==> config.mk <==
export PLATFORM = sky130hd
export DESIGN_NAME = upower_mem_arbiter
export DESIGN_NICKNAME = d
export VERILOG_FILES = /design/src/rtl/upower_mem_arbiter.sv
export SDC_FILE = /design/constraint.sdc
export NUM_CORES = 1
export LEC_CHECK = 0
export ABC_AREA = 1
export CAP_MARGIN = 0
export CORE_AREA = 2 2 174 176
export CTS_BUF_LIST = sky130_fd_sc_hd__clkbuf_8
export CTS_CLUSTER_DIAMETER = 50
export DETAILED_ROUTE_END_ITERATION = 10
export DIE_AREA = 0 0 176 178
export REMOVE_ABC_BUFFERS = 1
export SLEW_MARGIN = 20
export SYNTH_ARGS = -nofsm -noshare
export SYNTH_HDL_FRONTEND = slang
export SYNTH_SLANG_ARGS = --single-unit
==> constraint.sdc <==
create_clock -name clk -period 6.3 [get_ports clk]
set_clock_uncertainty 0.05 [all_clocks]
set_input_delay 1.26 -clock clk [delete_from_list [all_inputs] [get_ports clk]]
set_output_delay 1.26 -clock clk [all_outputs]
set_load 0.005 [all_outputs]
==> src/rtl/upower_mem_arbiter.sv <==
// uPOWER shared-memory arbiter.
// Three requesters (data, fetch, debug) share one single-port memory.
// Each access is sequenced IDLE -> ACCESS -> (WAIT -> RESP for reads).
// Debug has fixed top priority. Data beats fetch unless fetch has lost
// STARVE_MAX arbitrations in a row, in which case fetch is promoted.

module upower_mem_arbiter #(
    parameter int AW         = 10,
    parameter int DW         = 64,
    parameter int MEM_LAT    = 1,   // legal range 1..4
    parameter int STARVE_MAX = 4
) (
    input  logic            clk,
    input  logic            reset,
    input  logic [2:0]      req,
    input  logic [2:0]      we,
    input  logic [3*AW-1:0] addr,
    input  logic [3*DW-1:0] wdata,
    output logic [2:0]      gnt,
    output logic [2:0]      rvalid,
    output logic [DW-1:0]   rdata,
    output logic            mem_en,
    output logic            mem_we,
    output logic [AW-1:0]   mem_addr,
    output logic [DW-1:0]   mem_wdata,
    input  logic [DW-1:0]   mem_rdata,
    output logic            busy
);

    // Starve counter only ever needs to reach STARVE_MAX.
    localparam int              SW         = (STARVE_MAX < 2) ? 1 : $clog2(STARVE_MAX + 1);
    localparam logic [SW-1:0]   STARVE_TOP = SW'(STARVE_MAX);
    localparam logic [2:0]      LAT_INIT   = 3'(MEM_LAT);

    localparam logic [1:0] ID_DATA  = 2'd0;
    localparam logic [1:0] ID_FETCH = 2'd1;
    localparam logic [1:0] ID_DEBUG = 2'd2;

    typedef enum logic [1:0] {
        IDLE   = 2'd0,
        ACCESS = 2'd1,
        WAIT   = 2'd2,
        RESP   = 2'd3
    } stateT;

    stateT          state;
    logic [SW-1:0]  starve;
    logic [2:0]     waitCnt;
    logic [1:0]     winner;
    logic           latchWe;

    logic [1:0]     pick;
    logic           anyReq;

    assign anyReq = |req;

    // Winner selection for the current arbitration cycle.
    always_comb begin
        // NOTE: assign a default before any branch so no path leaves pick
        // unassigned; a missing default here would infer a latch.
        pick = ID_DATA;
        if (req[2]) begin
            pick = ID_DEBUG;
        end else if (req[1] && (!req[0] || starve == STARVE_TOP)) begin
            pick = ID_FETCH;
        end
    end

    // Sequencer: state, starve counter, latches and all registered outputs.
    // The latched address and write data live directly in mem_addr and
    // mem_wdata, which must hold their values between accesses anyway.
    always_ff @(posedge clk or posedge reset) begin
        if (reset) begin
            state     <= IDLE;
            starve    <= '0;
            waitCnt   <= '0;
            winner    <= '0;
            latchWe   <= 1'b0;
            gnt       <= '0;
            rvalid    <= '0;
            rdata     <= '0;
            mem_en    <= 1'b0;
            mem_we    <= 1'b0;
            mem_addr  <= '0;
            mem_wdata <= '0;
        end else begin
            // NOTE: every state register uses non-blocking assignment so all
            // of them update together at the edge, independent of statement
            // order in this block.
            gnt    <= '0;
            rvalid <= '0;
            mem_en <= 1'b0;
            mem_we <= 1'b0;

            case (state)
                // RESP shares IDLE's arbitration so reads can run back to back.
                IDLE, RESP: begin
                    if (!req[1] || pick == ID_FETCH) begin
                        starve <= '0;
                    end else if (starve != STARVE_TOP) begin
                        starve <= starve + 1'b1;
                    end

                    if (anyReq) begin
                        winner    <= pick;
                        latchWe   <= we[pick];
                        mem_addr  <= addr[int'(pick)*AW +: AW];
                        mem_wdata <= wdata[int'(pick)*DW +: DW];
                        gnt       <= 3'b001 << pick;
                        mem_en    <= 1'b1;
                        mem_we    <= we[pick];
                        state     <= ACCESS;
                    end else begin
                        state     <= IDLE;
                    end
                end

                // Strobe cycle; writes are finished once it has been issued.
                ACCESS: begin
                    if (latchWe) begin
                        state   <= IDLE;
                    end else begin
                        waitCnt <= LAT_INIT;
                        state   <= WAIT;
                    end
                end

                // Count down to the cycle in which mem_rdata is valid.
                WAIT: begin
                    waitCnt <= waitCnt - 1'b1;
                    if (waitCnt == 3'd1) begin
                        rdata  <= mem_rdata;
                        rvalid <= 3'b001 << winner;
                        state  <= RESP;
                    end
                end

                default: begin
                    state <= IDLE;
                end
            endcase
        end
    end

    assign busy = (state != IDLE);

endmodule

==> impl_results.md, run 1 <==
* Peak Freq at between 0.3 and 0.4 GHz
* Worst-Skew Late Latency at about 0.46 ns
* Least-Margin Pin Slew at between 0.9 and 1 ns
* CTS tree: yes
* Status: completed
* GR Layer Usage met3 at 0.07694
* Period utilization at 0.5100
* Met2 Resource Use GR at 0.3445
* Library cells used by synthesis at 26
* Startpoint Class: input port
* Die area at ~31000 um2
* Global route total overflow at 0
* RSZ-0062 raised after global routing: no
* Cell taking the most area after synthesis: dfrtp_1
* Global placement routability congestion at roughly 0.8
* Peak VDD IR at 0.0003014 V
* Largest family of logic cells by synthesized area: simple AND/OR/NAND/NOR gates
* Routed via count at 8938
* LEAKAGE at roughly 6.6 nW
* R2R setup slack at 3.69 ns
* GRT busiest layer: met2
* Xor/xnor share of the synthesized area at 0.001030
* Clock buffer depth at 2
* Input/output buffers at 440
* CTS buffer count at 17
* Setup TNS at 0 ns
* Ys async rst share at 1.000
* Area delta synth->final at 58.98%
* Slew headroom at 0.3673
* Synth Area in Adders at 0.01030
* Drt first pass iters at 6
* Die Span Y at approximately 180 um
* Clock sinks at approximately 160
* Final setup fails at 0
* Post_cts resized at 0
* Initial Utilization at 0.2891
* Vias per cell at around 4.6
* IO Pins at 441
* # DRC at 0
* Critical path arrival at 3.51 ns
* CP Capture Type: flop
* Netlist Area Pre-Place at 8501 um2
* Mux cell area share after synthesis at 0
* Min Hold Slack at approximately 0.42 ns
* Initial antenna violation count at 3
* Final #Nets at 1847
* Required @ worst endpoint at between 6 and 7 ns
* Post-CTS setup buffers at 0
* Layout cells sized above 1 at 0.06222
* Sequential area share after synthesis at 0.4622
* Crit Path Category: in -> reg
* Min Tclk post-route at roughly 3.2 ns
* Clk slew on worst S/H paths at 0.09 ns
* Cell with the most instances after synthesis: nand2_1
* Cell count after synthesis at between 1000 and 1500
* Critical path peak fanout at a little under 80
* M1 GR Usage at 0.2510
* Syn Area/Cell at approximately 7.3 um2
* Die width at roughly 180 um
* Synth top area share at 0.4622
* Final wirelength at about 33000 um
* Tot Pwr at ~0.0054 W
* Compound-Gate Fraction of Synth Area at 0.008095
* Hold Fails Final Rpt at 0
* Number of global-route vias before repair at a little under 9000
* Initial DRC count at between 400 and 500
* Final ANT Viol Nets at 0
* Post-DP HPWL at approximately 22000 um
* Synth Register Bits at 157
* H-tree depth at 4
* Hold crit path type: reg -> reg
* PD cells at between 300 and 400 nW/um2
* Top FF cell, synth: dfrtp_1
* CTS Hold Bufs at 0
* Simple-Gate Fraction of Synth Area at 0.4062
* Placed cell areas at 13080 um2
* Max Cap Viol at 0
* Synth Warn # at 0
* Total core area at approximately 29000 um2
* Final Slew Violations at 0
* Largest net degree at the start of global routing at 91
* Cell row count at between 60 and 70
* Commonest cells post-synth: nand2_1, nand3_1, dfrtp_1, inv_1, nand4_1
* Fin area at 13510 um2
* Post-synth EDFFs at 0
* Root Buffer: clkbuf_8
* Synth area leaders: dfrtp_1, nand2_1, nand3_1
* GRT Util Overall at 0.2058
* First-pass GRT wire length at 50120 um
* Mean routed wirelength per cell at around 17 um
## flip-flops by register name (all words and copies together), names as in the netlist, 2 cells and up
| register | cells |
|---|---|
| starve | 3 |
| mem_addr | 10 |
| winner | 2 |
| gnt | 3 |
| rdata | 64 |
| state | 2 |
| mem_wdata | 64 |
| rvalid | 3 |
| waitCnt | 3 |
## path summary, 6_finish.rpt
check	endpoint	startpoint	depth (start not counted)
max in group asynchronous	mem_wdata[43]	reset	3
hold / removal	rvalid[2]	winner[0]	1
setup / recovery	mem_wdata[24]	req[2]	8
min in group asynchronous	mem_wdata[35]	reset	2
hold reg to reg	rvalid[2]	winner[0]	1
setup reg to reg	mem_wdata[24]	state[0]	8
## critical path: stages
cell,delay [ns]
buf_2,0.12
inv_4,0.43
nand2_1,0.14
nand2_2,0.09
buf_4,0.72
nor2_1,0.43
nand2_1,0.16
nand3_1,0.08
## cell families (layout without fill, tap and decap cells)
kind of cell / count (synthesis) / count (layout)
AO/OA/AOI/OAI: 12 / 12
other: 0 / 3
AND/OR/NAND/NOR: 753 / 753
buffers and inverters: 232 / 629
XOR/XNOR: 1 / 1
adder cells (fa/ha/maj): 7 / 7
flip-flops: 157 / 157
## layer usage
layer	wire length, um	up-vias
met2	15690	331
met4	493	0
met5	0	-
met3	3105	24
met1	13590	4146
li1	-	4437
## cell usage in the layout (no fill, tap or decap), types with 2 or more instances in the layout
cell type        count
inv_6                6
or2_1               18
ha_1                 6
inv_2                2
clkinv_4             2
inv_1              141
o22ai_1              2
or2_0                4
clkdlybuf4s50_1    438
o21ai_0              6
nand2_1            331
clkbuf_8            18
nand3_1            206
buf_2                2
dfrtp_1            157
or2_2               41
nor3_1               2
a21oi_1              2
clkinv_2             2
diode_2              3
buf_4               12
nand4_1             79
bufinv_16            3
nand2_2              4
nor2_1              66
## final cells by class
cell class | instances | area [um2]
antenna | 3 | 7.507
clock buffer | 18 | 247.7
clock inverter | 14 | 180.2
fill | 2952 | 15890
inverter | 145 | 551.8
multi-input combinational | 773 | 3626
sequential | 157 | 3929
tap | 390 | 488.0
timing repair buffer | 452 | 4484
## metrics by stage
step	cells	worst slack, ns	utilization
final	1952	3.087	0.4596
after global routing	1951	2.899	0.4596
after CTS	1949	3.080	0.4594
after detailed placement	1917	2.560	0.4448
after global placement	1917	2.601	0.4448
after floorplan	1075	0.7551	-
## where the power goes
part | switching (W) | total (W) | internal [W] | leakage (nW)
logic | 0.00133 | 0.00278 | 0.00146 | 4.49
registers | 0.000260 | 0.00177 | 0.00151 | 1.87
clock network | 0.000440 | 0.000852 | 0.000412 | 0.217
No activity file was read; power rests on OpenSTA's default activity.
==> inputs of run 2 (changes only) <==
==> constraint.sdc (replaced) <==
create_clock -name clk -period 2.7 [get_ports clk]
set_clock_uncertainty 0.05 [all_clocks]
set_input_delay 0.54 -clock clk [delete_from_list [all_inputs] [get_ports clk]]
set_output_delay 0.54 -clock clk [all_outputs]
set_load 0.005 [all_outputs]
==> run 2 against run 1 <==
Net effect:
- final area is 0.81% higher
- non-clock buffer count is 7 higher
- critical path type is now reg -> out
- critical endpoint is now busy
- largest power group unchanged
- core utilization is 0.37 points higher
==> impl_results.md, run 2 (synthesized netlist as in run 1, its figures left out) <==
* Status: completed
* CTS Hold Bufs at 0 (unchanged)
* LEAKAGE at 6.631 nW (+0.86%)
* Root Buffer: clkbuf_8
* Tot Pwr at 0.01244 W (+130%)
* Peak VDD IR at 0.0008865 V (+190%)
* IO Pins at 441 (unchanged)
* Vias per cell at 4.655 (+1.7%)
* Initial Utilization at 0.2891 (unchanged)
* Non-Filler Instances at 1960 (+0.41%)
* Final Slew Violations at 0 (unchanged)
* # DRC at 0 (unchanged)
* Post-CTS setup buffers at 0 (unchanged)
* Largest net degree at the start of global routing at 79 (-13%)
* Slew headroom at 0.3805 (+0.01318)
* CP Capture Type: output port
* Initial DRC count at 526 (+12%)
* Crit Path Category: reg -> out
* Die width at 176 um (unchanged)
* Post-DP HPWL at 22820 um (+2.0%)
* Final wirelength at 33060 um (+0.52%)
* Critical path arrival at 1.67 ns (-1.84 ns)
* Final ANT Viol Nets at 0 (unchanged)
* Final setup fails at 0 (unchanged)
* Startpoint Class: flop
* Hold crit path type: in -> async
* Layout cells sized above 1 at 0.06513 (+0.002915)
* Clk slew on worst S/H paths at 0.09 ns (about the same)
* Input/output buffers at 440 (unchanged)
* Die Span Y at 178 um (unchanged)
* Global route total overflow at 0 (unchanged)
* Most frequent cells in the layout: clkdlybuf4s50_1, nand2_1, nand3_1
* Min Tclk post-route at roughly 2.3 ns
* Area delta synth->final at 60.26%
* Clock buffer depth at 2 (unchanged)
* RSZ-0062 raised after global routing: no
* Max Cap Viol at 0 (unchanged)
* CTS tree: yes
* Cell row count at 63 (unchanged)
* DP Cell Count at 1924 (+0.37%)
* Required @ worst endpoint at 2.11 ns (-4.49 ns)
* Commonest non-fill, non-tap cell in the layout: clkdlybuf4s50_1
* Total core area at 29400 um2 (unchanged)
* Hold Fails Final Rpt at 0 (unchanged)
* Least-Margin Pin Slew at 0.9293 ns (-0.01977 ns)
* Final #Nets at 1854 (+0.38%)
* CTS buffer count at 17 (unchanged)
* First-pass GRT wire length at 50050 um (-0.14%)
* Worst path cell trace: inv_1 -> ha_1 -> inv_1 -> clkdlybuf4s50_1
* PD cells at 913.3 nW/um2 (+130%)
* Biggest regs: mem_wdata: 64 flops, rdata: 64 flops, mem_addr: 10 flops
* Routed via count at 9124 (+2.1%)
* Worst-Skew Late Latency at 0.46 ns (about the same)
* Core Util, Final at 0.4633 (+0.003702)
* Global placement routability congestion at 0.8231 (+1.8%)
* CP peak stage delay at 0.52 ns (-0.20 ns)
* Critical path peak fanout at 3 (-96%)
* Period utilization at 0.8359
* GRT Util Overall at 0.2068 (+0.001016)
* Drt first pass iters at 5 (-1)
* Die area at 31330 um2 (unchanged)
* Clock sinks at 157 (unchanged)
* Number of global-route vias before repair at 8722 (-0.057%)
* R2R setup slack at 0.67 ns (-3.02 ns)
* Mean routed wirelength per cell at 16.87 um (+0.11%)
* Initial antenna violation count at 4 (+1)
* H-tree depth at 4 (unchanged)
* Most used cell, CP: inv_1
* Peak Freq at 0.4431 GHz
* Slowest cell on crit path: clkdlybuf4s50_1
* Post_cts resized at 0 (unchanged)
* Min Hold Slack at 0.4123 ns (-0.003902 ns)
## run 2: changes by cell type in the layout (fill, tap and decap cells not counted), sizes merged
| cell | before | now |
|---|---|---|
| buf | 14 | 21 |
| bufinv | 3 | 1 |
| clkinv | 4 | 8 |
| diode | 3 | 4 |
| inv | 151 | 149 |
## run 2: final cells by class
class / instances / area, um2
multi-input cells: 773 / 3626
diodes: 4 / 10.01
inverters: 145 / 551.8
clock inverters: 14 / 121.4
clock buffers: 18 / 247.7
flip-flops and latches: 157 / 3929
repair buffers: 459 / 4649
fillers: 2918 / 15780
well taps: 390 / 488.0
## run 2: worst max-delay path, delay by kind of cell, from the launching register on
kind,cells,cell delay [ns]
buffers and inverters,3,0.65
adders and majority gates,1,0.21
DFF,1,0.36
## run 2: path summary, 6_finish.rpt
kind	startpoint	end	depth (start not counted)
worst max-delay path	state[0]	busy	4
worst min-delay path	reset	rdata[6]	2
worst max register to register	state[0]	mem_wdata[24]	9
worst min register to register	winner[0]	rvalid[0]	1
max in group asynchronous	reset	rdata[16]	3
min in group clk	winner[0]	rvalid[0]	1
## run 2: layer usage
| metal | track usage | vias up | part of all wire |
|---|---|---|---|
| li1 | - | 4457 | - |
| met1 | 0.2482 | 4257 | 0.41 |
| met2 | 0.3425 | 379 | 0.47 |
| met3 | 0.08717 | 31 | 0.11 |
| met4 | 0.05372 | 0 | 0.018 |
| met5 | 0 | - | 0 |
## run 2: stage by stage
step                TNS, ns  worst slack [ns]  cell area, um2
floorplan           -468.20            -2.125            8092
global placement          0            0.4883           13240
detailed placement        0            0.4826           13240
CTS                       0            0.3691           13610
global route              0            0.2946           13620
finish                    0            0.4430           13620
## run 2: report_power, final
group	internal, W	switching [W]	total, W
Combinational	0.00348	0.00309	0.00657
Clock	0.000755	0.000976	0.00173
Sequential	0.00352	0.000627	0.00414
Total	0.00775	0.00469	0.0124
==> inputs of run 3 (changes only) <==
==> constraint.sdc (replaced) <==
create_clock -name clk -period 1.9 [get_ports clk]
set_clock_uncertainty 0.05 [all_clocks]
set_input_delay 0.38 -clock clk [delete_from_list [all_inputs] [get_ports clk]]
set_output_delay 0.38 -clock clk [all_outputs]
set_load 0.005 [all_outputs]
==> run 3 against run 2 <==
Net effect:
- sequential cell count unchanged
- wire length up 2.5%
- die area unchanged
- clock-buffer cell count down 1
- critical path type unchanged
- largest cell class unchanged
==> impl_results.md, run 3 (synthesized netlist as in run 1, its figures left out) <==
* M1 wire length at 14020 um (+4.2%)
* H-tree depth at 4 (unchanged)
* Global route total overflow at 0 (unchanged)
* RSZ-0062 raised after global routing: no
* Total core area at 29400 um2 (unchanged)
* Die area at 31330 um2 (unchanged)
* Slew headroom at 0.6467 (+0.2662)
* Final ANT Viol Nets at 0 (unchanged)
* CP Capture Type: output port
* Global placement routability congestion at 0.8509 (+3.4%)
* Initial antenna violation count at 4 (unchanged)
* IO Pins at 441 (unchanged)
* FILL cells at 2941 (+0.79%)
* Met3 Wirelength at 3226 um (-9.8%)
* Family with the most delay on the worst path: buffers and inverters
* Biggest regs: mem_wdata: 64 flops, rdata: 64 flops, mem_addr: 10 flops
* Commonest non-fill, non-tap cell in the layout: clkdlybuf4s50_1
* Hold crit path type: in -> async
* Final wirelength at 33870 um (+2.5%)
* Vias per cell at 4.675 (+0.42%)
* Least-Margin Pin Slew at 0.5300 ns (-0.3993 ns)
* Status: completed
* Hold Fails Final Rpt at 0 (unchanged)
* PD cells at 1313 nW/um2 (+44%)
* CTS Hold Bufs at 0 (unchanged)
* Die width at 176 um (unchanged)
* Tot Pwr at 0.01833 W (+47%)
* Slowest cell on crit path: clkdlybuf4s50_1
* Post-Place Worst Slack at -0.08499 ns (-0.5676 ns)
* # DRC at 0 (unchanged)
* Period utilization at 0.9549
* Final #Nets at 1873 (+1.0%)
* Final setup fails at 0 (unchanged)
* Max Used Layer: met4
* Layout cells sized above 1 at 0.08328 (+0.01815)
* Clk slew on worst S/H paths at 0.11 ns (+0.02 ns)
* CTS tree: yes
* Final setup margin at 0.08560 ns (-0.3574 ns)
* Area delta synth->final at 64.23%
* Core Util, Final at 0.4748 (+0.01149)
* Number of global-route vias before repair at 9078 (+4.1%)
* Critical path arrival at 1.38 ns (-0.29 ns)
* Post-DP HPWL at 23650 um (+3.6%)
* LEAKAGE at 6.810 nW (+2.7%)
* CP peak stage delay at 0.59 ns (+0.07 ns)
* Critical path peak fanout at 2 (-1)
* Required @ worst endpoint at 1.47 ns (-0.64 ns)
* First-pass GRT wire length at 51060 um (+2.0%)
* Buf/Inv on CP at 1 (-2)
* Mean routed wirelength per cell at 17.11 um (+1.5%)
* Die Span Y at 178 um (unchanged)
* Startpoint Class: flop
* Final Slew Violations at 0 (unchanged)
* Input/output buffers at 440 (unchanged)
* Routed via count at 9251 (+1.4%)
* Most frequent cells in the layout: clkdlybuf4s50_1, nand2_1, nand3_1
* DR WL met2 at 15870 um (+2.8%)
* Largest net degree at the start of global routing at 95 (+20%)
* Peak Freq at about 0.55 GHz
* Worst path cell trace: clkdlybuf4s50_1
* Crit Path Category: reg -> out
* Max Cap Viol at 0 (unchanged)
* Initial DRC count at 548 (+4.2%)
* Drt first pass iters at 5 (unchanged)
* Initial Utilization at 0.2891 (unchanged)
* Post-CTS setup buffers at 0 (unchanged)
* CTS buffer count at 17 (unchanged)
* Worst-Skew Late Latency at 0.45 ns (about the same)
* GRT Util Overall at 0.2092 (+0.002343)
* Cell row count at 63 (unchanged)
* Root Buffer: clkbuf_8
* Min Tclk post-route at 1.814 ns
* Peak VDD IR at 0.0008199 V (-7.5%)
* Clock sinks at 157 (unchanged)
* Clock buffer depth at 2 (unchanged)
==> run 3: cell count changes in the layout (fill, tap and decap cells not counted), moves of 3 or more <==
cell             delta
buf_12              +4
buf_4              +11
clkdlybuf4s50_1     -5
clkinv_2            -3
clkinv_8            +3
dlymetal6s2s_1      +3
inv_1               -5
inv_2               +3
inv_8               +6
==> run 3: report_power, final <==
group	total (W)	switching (W)	internal, W
sequential	0.00588	0.000888	0.00499
combinational	0.00973	0.00451	0.00522
clock	0.00271	0.00158	0.00114
total	0.0183	0.00698	0.0113
==> run 3: final timing paths <==
path	from	endpoint	slack, ns	cells past startpoint
min	reset	rdata[56]	0.23	2
max in group asynchronous	reset	mem_wdata[13]	0.99	3
max reg2reg	starve[0]	latchWe	0.17	10
min reg2reg	rdata[40]	rdata[40]	0.43	2
min in group clk	req[2]	gnt[2]	0.41	4
max	mem_wdata[6]	mem_wdata[6]	0.09	1
==> run 3: what timing repair did <==
action,in CTS,in global routing
resized for setup,6,16
hold endpoints to repair,0,0
cloned,0,2
setup endpoints to repair,3,81
==> run 3: final cells by class <==
class | instances | area, um2 | share of cell area
Antenna cell | 4 | 10.01 | 0.0007170
Clock buffer | 17 | 234.0 | 0.01676
Clock inverter | 15 | 190.2 | 0.01362
Inverter | 145 | 551.8 | 0.03952
Multi-Input combinational cell | 773 | 3669 | 0.2628
Sequential cell | 157 | 3929 | 0.2814
Tap cell | 390 | 488.0 | 0.03495
Timing Repair Buffer | 478 | 4890 | 0.3502
==> run 3: metal layers <==
| layer | up-vias | GRT usage |
|---|---|---|
| met3 | 40 | 0.07460 |
| li1 | 4497 | - |
| met1 | 4331 | 0.2606 |
| met2 | 383 | 0.3410 |
| met5 | - | 0 |
| met4 | 0 | 0.06302 |
==> run 3: through the flow <==
stage	TNS (ns)	area (um2)	hold WS, ns	instances
detailed placement	-1.715	13420	0.4054	1941
finish	0	13960	0.2308	1979
floorplan	-677.39	8092	0.3818	1075
CTS	0	13850	0.2120	1973
global placement	-1.398	13420	0.3931	1941
global route	0	13960	0.2162	1977
